`src/rtl/offnariscv_pkg.sv`:
```
// Shared core types: writeback result payload, source indices and width helpers.
package offnariscv_pkg;

   localparam int unsigned XLEN               = 32;
   localparam int unsigned REG_ADDR_W         = 5;
   localparam int unsigned WB_NUM_SRC_DEFAULT = 3;

   localparam int unsigned WB_SRC_ALU = 0;
   localparam int unsigned WB_SRC_LSU = 1;
   localparam int unsigned WB_SRC_CSR = 2;

   typedef struct packed {
      logic [REG_ADDR_W-1:0] rd;
      logic                  rd_we;
      logic [XLEN-1:0]       wdata;
   } wb_result_t;

   // Index width that stays at least one bit for degenerate counts
   function automatic int unsigned idx_w(input int unsigned n);
      return (n > 1) ? $clog2(n) : 1;
   endfunction

endpackage

```
`src/rtl/rr_arbiter.sv`:
```
// Combinational round-robin picker: first requester at or after ptr, wrapping modulo N.
module rr_arbiter
   import offnariscv_pkg::*;
#(
   parameter int unsigned N = 3
) (
   input  logic [N-1:0]        req,
   input  logic [idx_w(N)-1:0] ptr,
   output logic [N-1:0]        grant,
   output logic [idx_w(N)-1:0] grant_idx
);

   localparam int unsigned IW = idx_w(N);

   logic            found;
   int unsigned     pos;
   logic [IW-1:0]   pos_idx;

   always_comb begin
      grant     = '0;
      grant_idx = '0;
      found     = 1'b0;
      pos       = 0;
      pos_idx   = '0;
      for (int unsigned i = 0; i < N; i++) begin
         pos     = (32'(ptr) + i) % N;
         pos_idx = IW'(pos);
         if (!found && req[pos_idx]) begin
            found          = 1'b1;
            grant[pos_idx] = 1'b1;
            grant_idx      = pos_idx;
         end
      end
   end

endmodule

```
`src/rtl/wb_arbiter.sv`:
```
// Writeback arbiter: round-robin merge of execution-unit results into one registered stream.
// Optional retire counter enabled by defining WB_INSTRET_EN.
module wb_arbiter
   import offnariscv_pkg::*;
#(
   parameter int unsigned NUM_SRC = WB_NUM_SRC_DEFAULT
) (
   input  logic                     clk,
   input  logic                     rst,
   input  logic [NUM_SRC-1:0]       ex_tvalid,
   output logic [NUM_SRC-1:0]       ex_tready,
   input  wb_result_t [NUM_SRC-1:0] ex_tdata,
   output logic                     wb_tvalid,
   input  logic                     wb_tready,
   output wb_result_t               wb_tdata,
   input  logic                     invalidate,
   output logic [63:0]              retire_cnt
);

   localparam int unsigned PTR_W = idx_w(NUM_SRC);

   logic [PTR_W-1:0]   rr_ptr;
   logic [NUM_SRC-1:0] req;
   logic [NUM_SRC-1:0] grant;
   logic [PTR_W-1:0]   grant_idx;
   logic               load_en;
   logic               any_grant;
   wb_result_t         sel;

   // Requests are masked unless the output register can take a new beat
   always_comb begin
      load_en   = !wb_tvalid || wb_tready;
      req       = (rst && load_en && !invalidate) ? ex_tvalid : '0;
      any_grant = |grant;
      ex_tready = grant;
      sel       = ex_tdata[grant_idx];
      sel.rd_we = sel.rd_we && (sel.rd != '0);
   end

   rr_arbiter #(.N(NUM_SRC)) u_rr (
      .req       (req),
      .ptr       (rr_ptr),
      .grant     (grant),
      .grant_idx (grant_idx)
   );

   always_ff @(posedge clk) begin
      if (!rst) begin
         wb_tvalid <= 1'b0;
         wb_tdata  <= '0;
         rr_ptr    <= '0;
      end else begin
         if (invalidate) begin
            wb_tvalid <= 1'b0;
         end else if (any_grant) begin
            wb_tvalid <= 1'b1;
            wb_tdata  <= sel;
         end else if (wb_tready) begin
            wb_tvalid <= 1'b0;
         end
         if (any_grant) begin
            rr_ptr <= (32'(grant_idx) == NUM_SRC - 1) ? '0 : grant_idx + PTR_W'(1);
         end
      end
   end

`ifdef WB_INSTRET_EN
   logic [63:0] retire_cnt_q;

   // Counts every delivered beat, including one handshaked alongside invalidate
   always_ff @(posedge clk) begin
      if (!rst) begin
         retire_cnt_q <= '0;
      end else if (wb_tvalid && wb_tready) begin
         retire_cnt_q <= retire_cnt_q + 64'd1;
      end
   end

   assign retire_cnt = retire_cnt_q;
`else
   assign retire_cnt = '0;
`endif

endmodule

```
`config.mk`:
```
export PLATFORM = sky130hd
export DESIGN_NAME = wb_arbiter
export DESIGN_NICKNAME = d
export VERILOG_FILES = /design/src/rtl/offnariscv_pkg.sv /design/src/rtl/rr_arbiter.sv /design/src/rtl/wb_arbiter.sv
export SDC_FILE = /design/constraint.sdc
export NUM_CORES = 1
export LEC_CHECK = 0
export ABC_AREA = 1
export CAP_MARGIN = 20
export CORE_MARGIN = 5
export CORE_UTILIZATION = 35
export DETAILED_ROUTE_END_ITERATION = 8
export MAX_ROUTING_LAYER = met4
export PLACE_DENSITY = 0.85
export SLEW_MARGIN = 25
export SYNTH_ARGS = -nofsm -noshare
export SYNTH_HDL_FRONTEND = slang
export SYNTH_HIERARCHICAL = 1
export SYNTH_SLANG_ARGS = --single-unit
```
`constraint.sdc`:
```
create_clock -name clk -period 3.1 [get_ports clk]
set_input_delay 0.775 -clock clk [delete_from_list [all_inputs] [get_ports clk]]
set_output_delay 0.775 -clock clk [all_outputs]
set_load 0.03 [all_outputs]
```
Yosys cells after proc, flatten, opt, wreduce, memory -nomap -nowiden:

Cells that the tools add are included.

* output and inout bits: 106
* input port bits: 121
* register bits: 41

* bitwise operators: 4
* div/mod/pow operators: 3
* magnitude comparators: 7
* reductions and logical operators: 18
* eq/ne operators: 1
* add/subtract/negate cells: 3
* mux-type cells: 26

Operator list (count)
* 38-bit binary-select mux with 2-bit select: 1
* 32-bit by 2-bit remainder unit with 32-bit output (second input constant): 2
* 38-bit two-way mux: 1
* 2-bit by 2-bit remainder unit with 32-bit output (second input constant): 1
* 2-bit by 3-bit < comparator with 1-bit output (second input constant): 4
* 3-bit two-way mux: 4
* 1-bit two-way mux: 10
* 1-bit logical AND: 8
* 2-bit two-way mux: 4
* 1-bit binary-select mux with 2-bit select: 3
* 1-bit demux with 2-bit select: 3
* 2-bit by 1-bit greater-or-equal comparator with 1-bit output (second input constant): 3
* 3-bit OR: 2
* 5-bit nonzero test: 1
* 1-bit zero test: 4
* 2-bit by 1-bit adder with 3-bit output (second input constant): 1
* 2-bit by 2-bit adder with 3-bit output (second input constant): 1
* 3-bit OR reduction: 1
* 2-bit by 1-bit adder with 2-bit output (second input constant): 1
* 2-bit == test (second input constant): 1
* 1-bit inverter: 2
* 2-bit AND reduction: 1
* 2-bit nonzero test: 1
* 2-bit OR reduction: 1
* 1-bit logical OR: 1

Longest topological paths before layout:

* word-level depth: 18
* gate-level depth with buffers: 22

Modules after synthesis:

Netlist, hierarchy kept.

By module, submodules not included
* wb_arbiter: area an instance 2827.7 µm², sequential area each 820.8 µm², cells an instance 432, instances 1
* rr_arbiter: area an instance 316.6 µm², sequential area each 0.0 µm², cells an instance 62, instances 1

Least setup slack after synthesis:

No wires, ideal clock.

* path kind: input-to-reg
* start: input port rst
* end: register wb_tdata[10] (netlist bit)
* path slack: 0.056 ns
* buffers on the path: 2
* cell stages on the path: 19
* library setup time: 0.116 ns
* data required time: 2.984 ns
* arrival time: 2.928 ns
* cell sequence: buf_2 > inv_1 > nor2_1 > o21ai_0 > nor2_1 > inv_2 > o21ai_2 > nand2_4 > nand3_1 > nand2_2 > inv_2 > nand2_1 > nor2_2 > nand2_2 > nand2_2 > inv_2 > buf_2 > o21ai_0 > nor2_1

* longest elaborated chain between the ends: 14
* elaborated cells between the ends (all ways): 27

Ends and longest elaborated chain
* start: declaration: line wb_arbiter.sv:9 `input logic rst,`
* 1-bit logical AND (*) (2 in series): line wb_arbiter.sv:33 `req = (rst && load_en && !invalidate) ? ex_tvalid : '0;`
* 3-bit two-way mux (*): line wb_arbiter.sv:33
* net req[2]: line wb_arbiter.sv:23 `logic [NUM_SRC-1:0] req;`
* 1-bit binary-select mux with 2-bit select: line rr_arbiter.sv:28 `if (!found && req[pos_idx]) begin`
* 1-bit two-way mux (implied by the code): line rr_arbiter.sv:28
* 1-bit two-way mux: line rr_arbiter.sv:28
* 1-bit zero test: line rr_arbiter.sv:28
* 1-bit logical AND: line rr_arbiter.sv:28
* 1-bit two-way mux: line rr_arbiter.sv:28
* 1-bit zero test: line rr_arbiter.sv:28
* 1-bit logical AND: line rr_arbiter.sv:28
* 3-bit two-way mux (*): line rr_arbiter.sv:28
* net ex_tready[1]: line wb_arbiter.sv:11 `output logic [NUM_SRC-1:0] ex_tready,`
* 3-bit OR reduction (*): line wb_arbiter.sv:34 `any_grant = |grant;`
* 2-bit AND reduction (no source line) (*)
* end signal: assignment: line wb_arbiter.sv:57 `wb_tdata <= sel;`
* end: declaration: line wb_arbiter.sv:15 `output wb_result_t wb_tdata,`

Mark *: on every way through the listed nets, which the timed path passes. The rest lies on a longest branch. The select of a mux whose other input is x is not followed.
A chain may end at the register's enable or synchronous reset.

Worst setup path after layout:

* start: input port wb_tready
* end: output port ex_tready[1]

* longest elaborated chain between the ends: 13
* elaborated cells between the ends (all ways): 21

Ends and longest elaborated chain
* start: declaration: line wb_arbiter.sv:14 `input logic wb_tready,`
* 1-bit logical OR (*): line wb_arbiter.sv:32 `load_en = !wb_tvalid || wb_tready;`
* 1-bit logical AND (*) (2 in series): line wb_arbiter.sv:33
* 3-bit two-way mux (*): line wb_arbiter.sv:33
* net req[0]: line wb_arbiter.sv:23
* 1-bit binary-select mux with 2-bit select: line rr_arbiter.sv:28
* 1-bit two-way mux (implied by the code): line rr_arbiter.sv:28
* 1-bit two-way mux: line rr_arbiter.sv:28
* 1-bit zero test: line rr_arbiter.sv:28
* 1-bit logical AND: line rr_arbiter.sv:28
* 1-bit two-way mux: line rr_arbiter.sv:28
* 1-bit zero test: line rr_arbiter.sv:28
* 1-bit logical AND: line rr_arbiter.sv:28
* 3-bit two-way mux (*): line rr_arbiter.sv:28
* end: declaration: line wb_arbiter.sv:11

Marked as above.

==> impl_metrics.py <==
metrics = {
    "critical_path": {
        "crit_required_ns": 2.32,
        "r2r_slack_ns": 0.56,
        "crit_family": "buffers and inverters",
        "timing.critical_path.buf_inv": 5,
        "r2r-start": "rr_ptr[0]$_SDFFE_PN0P_",
        "critPathLaunchType": "input pin",
        "startpoint": "wb_tready",
        "slowest_stage": "dlygate4sd2_1",
        "crit_type": "in2out",
        "crit_chain": "dlygate4sd2_1 > o21ai_4 > nor2_4 > buf_4 > nand2_2 > nand3_2 > nand2_4 > inv_2 > nand2_2 > nand2_2 > inv_2 > nand2_2 > buf_6",
        "setup.worst_path.end_class": "output pin",
        "ff2ff_path_depth": 16,
        "cp.arrival_ns": 2.23,
        "cp_max_fo": 8,
        "rr_endpoint": "wb_tdata[14]$_SDFFE_PN0P_",
        "cp_slowest_stage_delay_ns": 0.28,
        "crit_end": "ex_tready[1]",
        "critical_path_depth": 13,
        "crit_path_frequent_cell": "nand2_2",
    },
    "placement": {
        "dp_slack_ns": -0.442,
        "placed_area_mm2": 0.00468,
        "dp_hpwl_um": 8420,
        "gp_congestion": 0.777,
        "port_buffers": 162,
        "dp.cells": 756,
    },
    "global_routing": {
        "grt_util_all_layers": 0.180,
        "antenna_found_initial": 0,
        "grt_pass1_wl_um": 16200,
        "grt_overflow_total": 0,
        "grt_max_degree": 38,
        "first_global_vias": 3518,
    },
    "worst_hold_path": {
        "min_path_type": "reg2reg",
    },
    "timing": {
        "timing.hold.ws_ns": 0.465,
        "fin_ws_ns": 0.0988,
        "period_needed_ns": 3.00,
        "rsz0062_at_grt": "no",
        "slew_viol_final": 0,
        "finalSetupViolCount": 0,
        "max_freq_ghz": 0.333,
        "finalHoldViolations": 0,
        "fin_skew_ns": 0.00382,
        "tightest_slew_ns": 0.558,
        "finalCritPeriodShare": 0.968,
        "relSlewSlack": 0.627,
    },
    "pwr": {
        "p_leak_nw": 2.23,
        "power_per_cell_area_mw_per_mm2": 1020,
        "power.ir.vdd_worst_mv": 0.515,
    },
    "layout": {
        "fin_nets": 783,
        "syn_to_final_growth_pct": 55.1,
        "n_fill_cell": 845,
        "fin_area_mm2": 0.00488,
        "drive_gt1_frac": 0.108,
        "antenna_cells": 0,
        "finalNonFillerCells": 767,
    },
    "yosys": {
        "ys_types": 25,
        "synthCells": 494,
        "yosys_register_bits": 41,
        "syn_area_mm2": 0.00314,
        "yosys_warnings": 6,
        "synthTopCellsByArea": "dfxtp_1 (26%), buf_4 (16%), nand2_1 (16%), nor2_1 (9.3%), nand3_1 (8.0%)",
        "synth_top_area_cell": "dfxtp_1",
        "yosysSeqAreaShare": 0.261,
        "synth_top_area_share": 0.261,
        "syn_avg_cell_area_um2": 6.36,
    },
    "floorplan": {
        "start_util": 0.361,
        "placementRows": 34,
        "coreArea_mm2": 0.00872,
        "pin_count": 227,
        "die_area_mm2": 0.0110,
        "die_h_um": 105,
        "die_x_um": 105,
    },
    "detailed_routing": {
        "routed_wl_um": 10300,
        "num_vias": 3480,
        "via_per_inst": 4.54,
        "drc_errors": 0,
        "drt_pass1_iterations": 4,
        "drtIter0Drc": 126,
        "wire_per_inst_um": 13.4,
        "ant_nets": 0,
    },
    "job": {
        "maxCapViolCount": 0,
    },
    "run_status": {
        "status": "finished clean",
    },
    "cts": {
        "cts_tree": "built",
        "htreeDepth": 2,
        "root_buffer": "clkbuf_8",
        "clockBufferDepth": 2,
        "clk_latency_ns": 0.28,
        "cts_buffers": 5,
        "cts_sinks": 41,
        "clk_pin_slew_ns": 0.08,
        "cts_hold_buf": 0,
    },
}
## state kept, by name, indices dropped and copies added (netlist names)
name,count
wb_tvalid,1
rr_ptr,2
wb_tdata,38
## cell type report
class	count	area [µm²]	share of cell area
inverters	28	108	0.0221
clock inverters	2	37.5	0.00770
well taps	108	135	0.0277
multi-input cells	400	1840	0.376
clock buffers	6	82.6	0.0169
repair buffers	182	1860	0.381
flip-flops and latches	41	821	0.168
## tightest hold or removal path, stage by stage, from the launching register on
cell and delay, ns:
dfxtp_1 0.31, nand2_1 0.06, a21oi_1 0.05
## logic make-up (layout without fill, tap and decap cells)
kind of cell | after synthesis | in the layout | share of synthesized area
compound gates | 46 | 46 | 0.0744
fa+ha+maj | 4 | 4 | 0.0159
buf+inv | 116 | 218 | 0.245
flops | 41 | 41 | 0.261
other cells | 1 | 64 | 0.00119
simple gates | 286 | 286 | 0.402
## power by group
part / total [mW] / switching (mW) / internal [mW]
sequential: 0.943 / 0.147 / 0.796
combinational: 3.59 / 2.17 / 1.42
clock: 0.451 / 0.189 / 0.262
## layer usage
metal	up-vias	share of wire	global-route usage
met5	-	0	-
met2	164	0.51	0.321
met4	0	0.019	0.0557
met1	1553	0.39	0.195
li1	1747	-	-
met3	16	0.080	0.0475
## worst min-delay path by stage
stage	startpoint	end	slack [ns]	cells past startpoint
2_1_floorplan	rr_ptr[1]$_SDFFE_PN0P_	rr_ptr[1]$_SDFFE_PN0P_	0.53	2
3_3_place_gp	wb_tdata[37]$_SDFFE_PN0P_	wb_tdata[37]$_SDFFE_PN0P_	0.45	2
3_5_place_dp	wb_tdata[34]$_SDFFE_PN0P_	wb_tdata[34]$_SDFFE_PN0P_	0.46	2
4_1_cts	wb_tdata[34]$_SDFFE_PN0P_	wb_tdata[34]$_SDFFE_PN0P_	0.47	2
5_1_grt	wb_tdata[34]$_SDFFE_PN0P_	wb_tdata[34]$_SDFFE_PN0P_	0.49	2
6_report	wb_tdata[34]$_SDFFE_PN0P_	wb_tdata[34]$_SDFFE_PN0P_	0.47	2
## metrics by stage
stage / utilization / power, mW / TNS, ns
after CTS: 0.556 / 5.01 / 0
after global placement: 0.537 / 4.45 / -12.55
after global routing: 0.559 / 5.37 / 0
after floorplan: - / 3.33 / 0
final: 0.559 / 4.99 / 0
after detailed placement: 0.537 / 4.51 / -16.37
## timing repair
action,4_1_cts,5_1_grt
endpoints found under the setup margin,41,31
hold endpoints to repair,0,0
buffers inserted,1,2
pin swaps,3,3
resized for setup,15,6
## cells in the final DEF (no fill, tap or decap), drive strengths merged
| cell type | count |
|---|---|
| inv | 28 |
| nand3 | 57 |
| nor2 | 82 |
| clkdlybuf4s15 | 2 |
| o21ai | 40 |
| ha | 4 |
| buf | 23 |
| clkbuf | 6 |
| bufinv | 1 |
| a21oi | 6 |
| clkdlybuf4s50 | 156 |
| dfxtp | 41 |
| nand2 | 144 |
| conb | 64 |
| nand4 | 3 |
| clkinvlp | 1 |
| dlygate4sd2 | 1 |
## cells in the mapped netlist
cell type,count
o21ai_1,3
dfxtp_1,41
nor2_8,2
nand3_1,50
o21ai_2,1
inv_2,7
nand2_2,11
nor2_2,1
clkbuf_2,2
clkbuf_1,3
ha_1,4
nand4_1,3
buf_2,6
inv_1,20
inv_4,1
conb_1,1
nand2_1,132
buf_4,68
o21ai_0,36
nor2_4,1
a21oi_1,6
buf_6,9
nand3_2,7
nor2_1,78
nand2_4,1
Note: power is estimated with default switching activity, not from simulation.
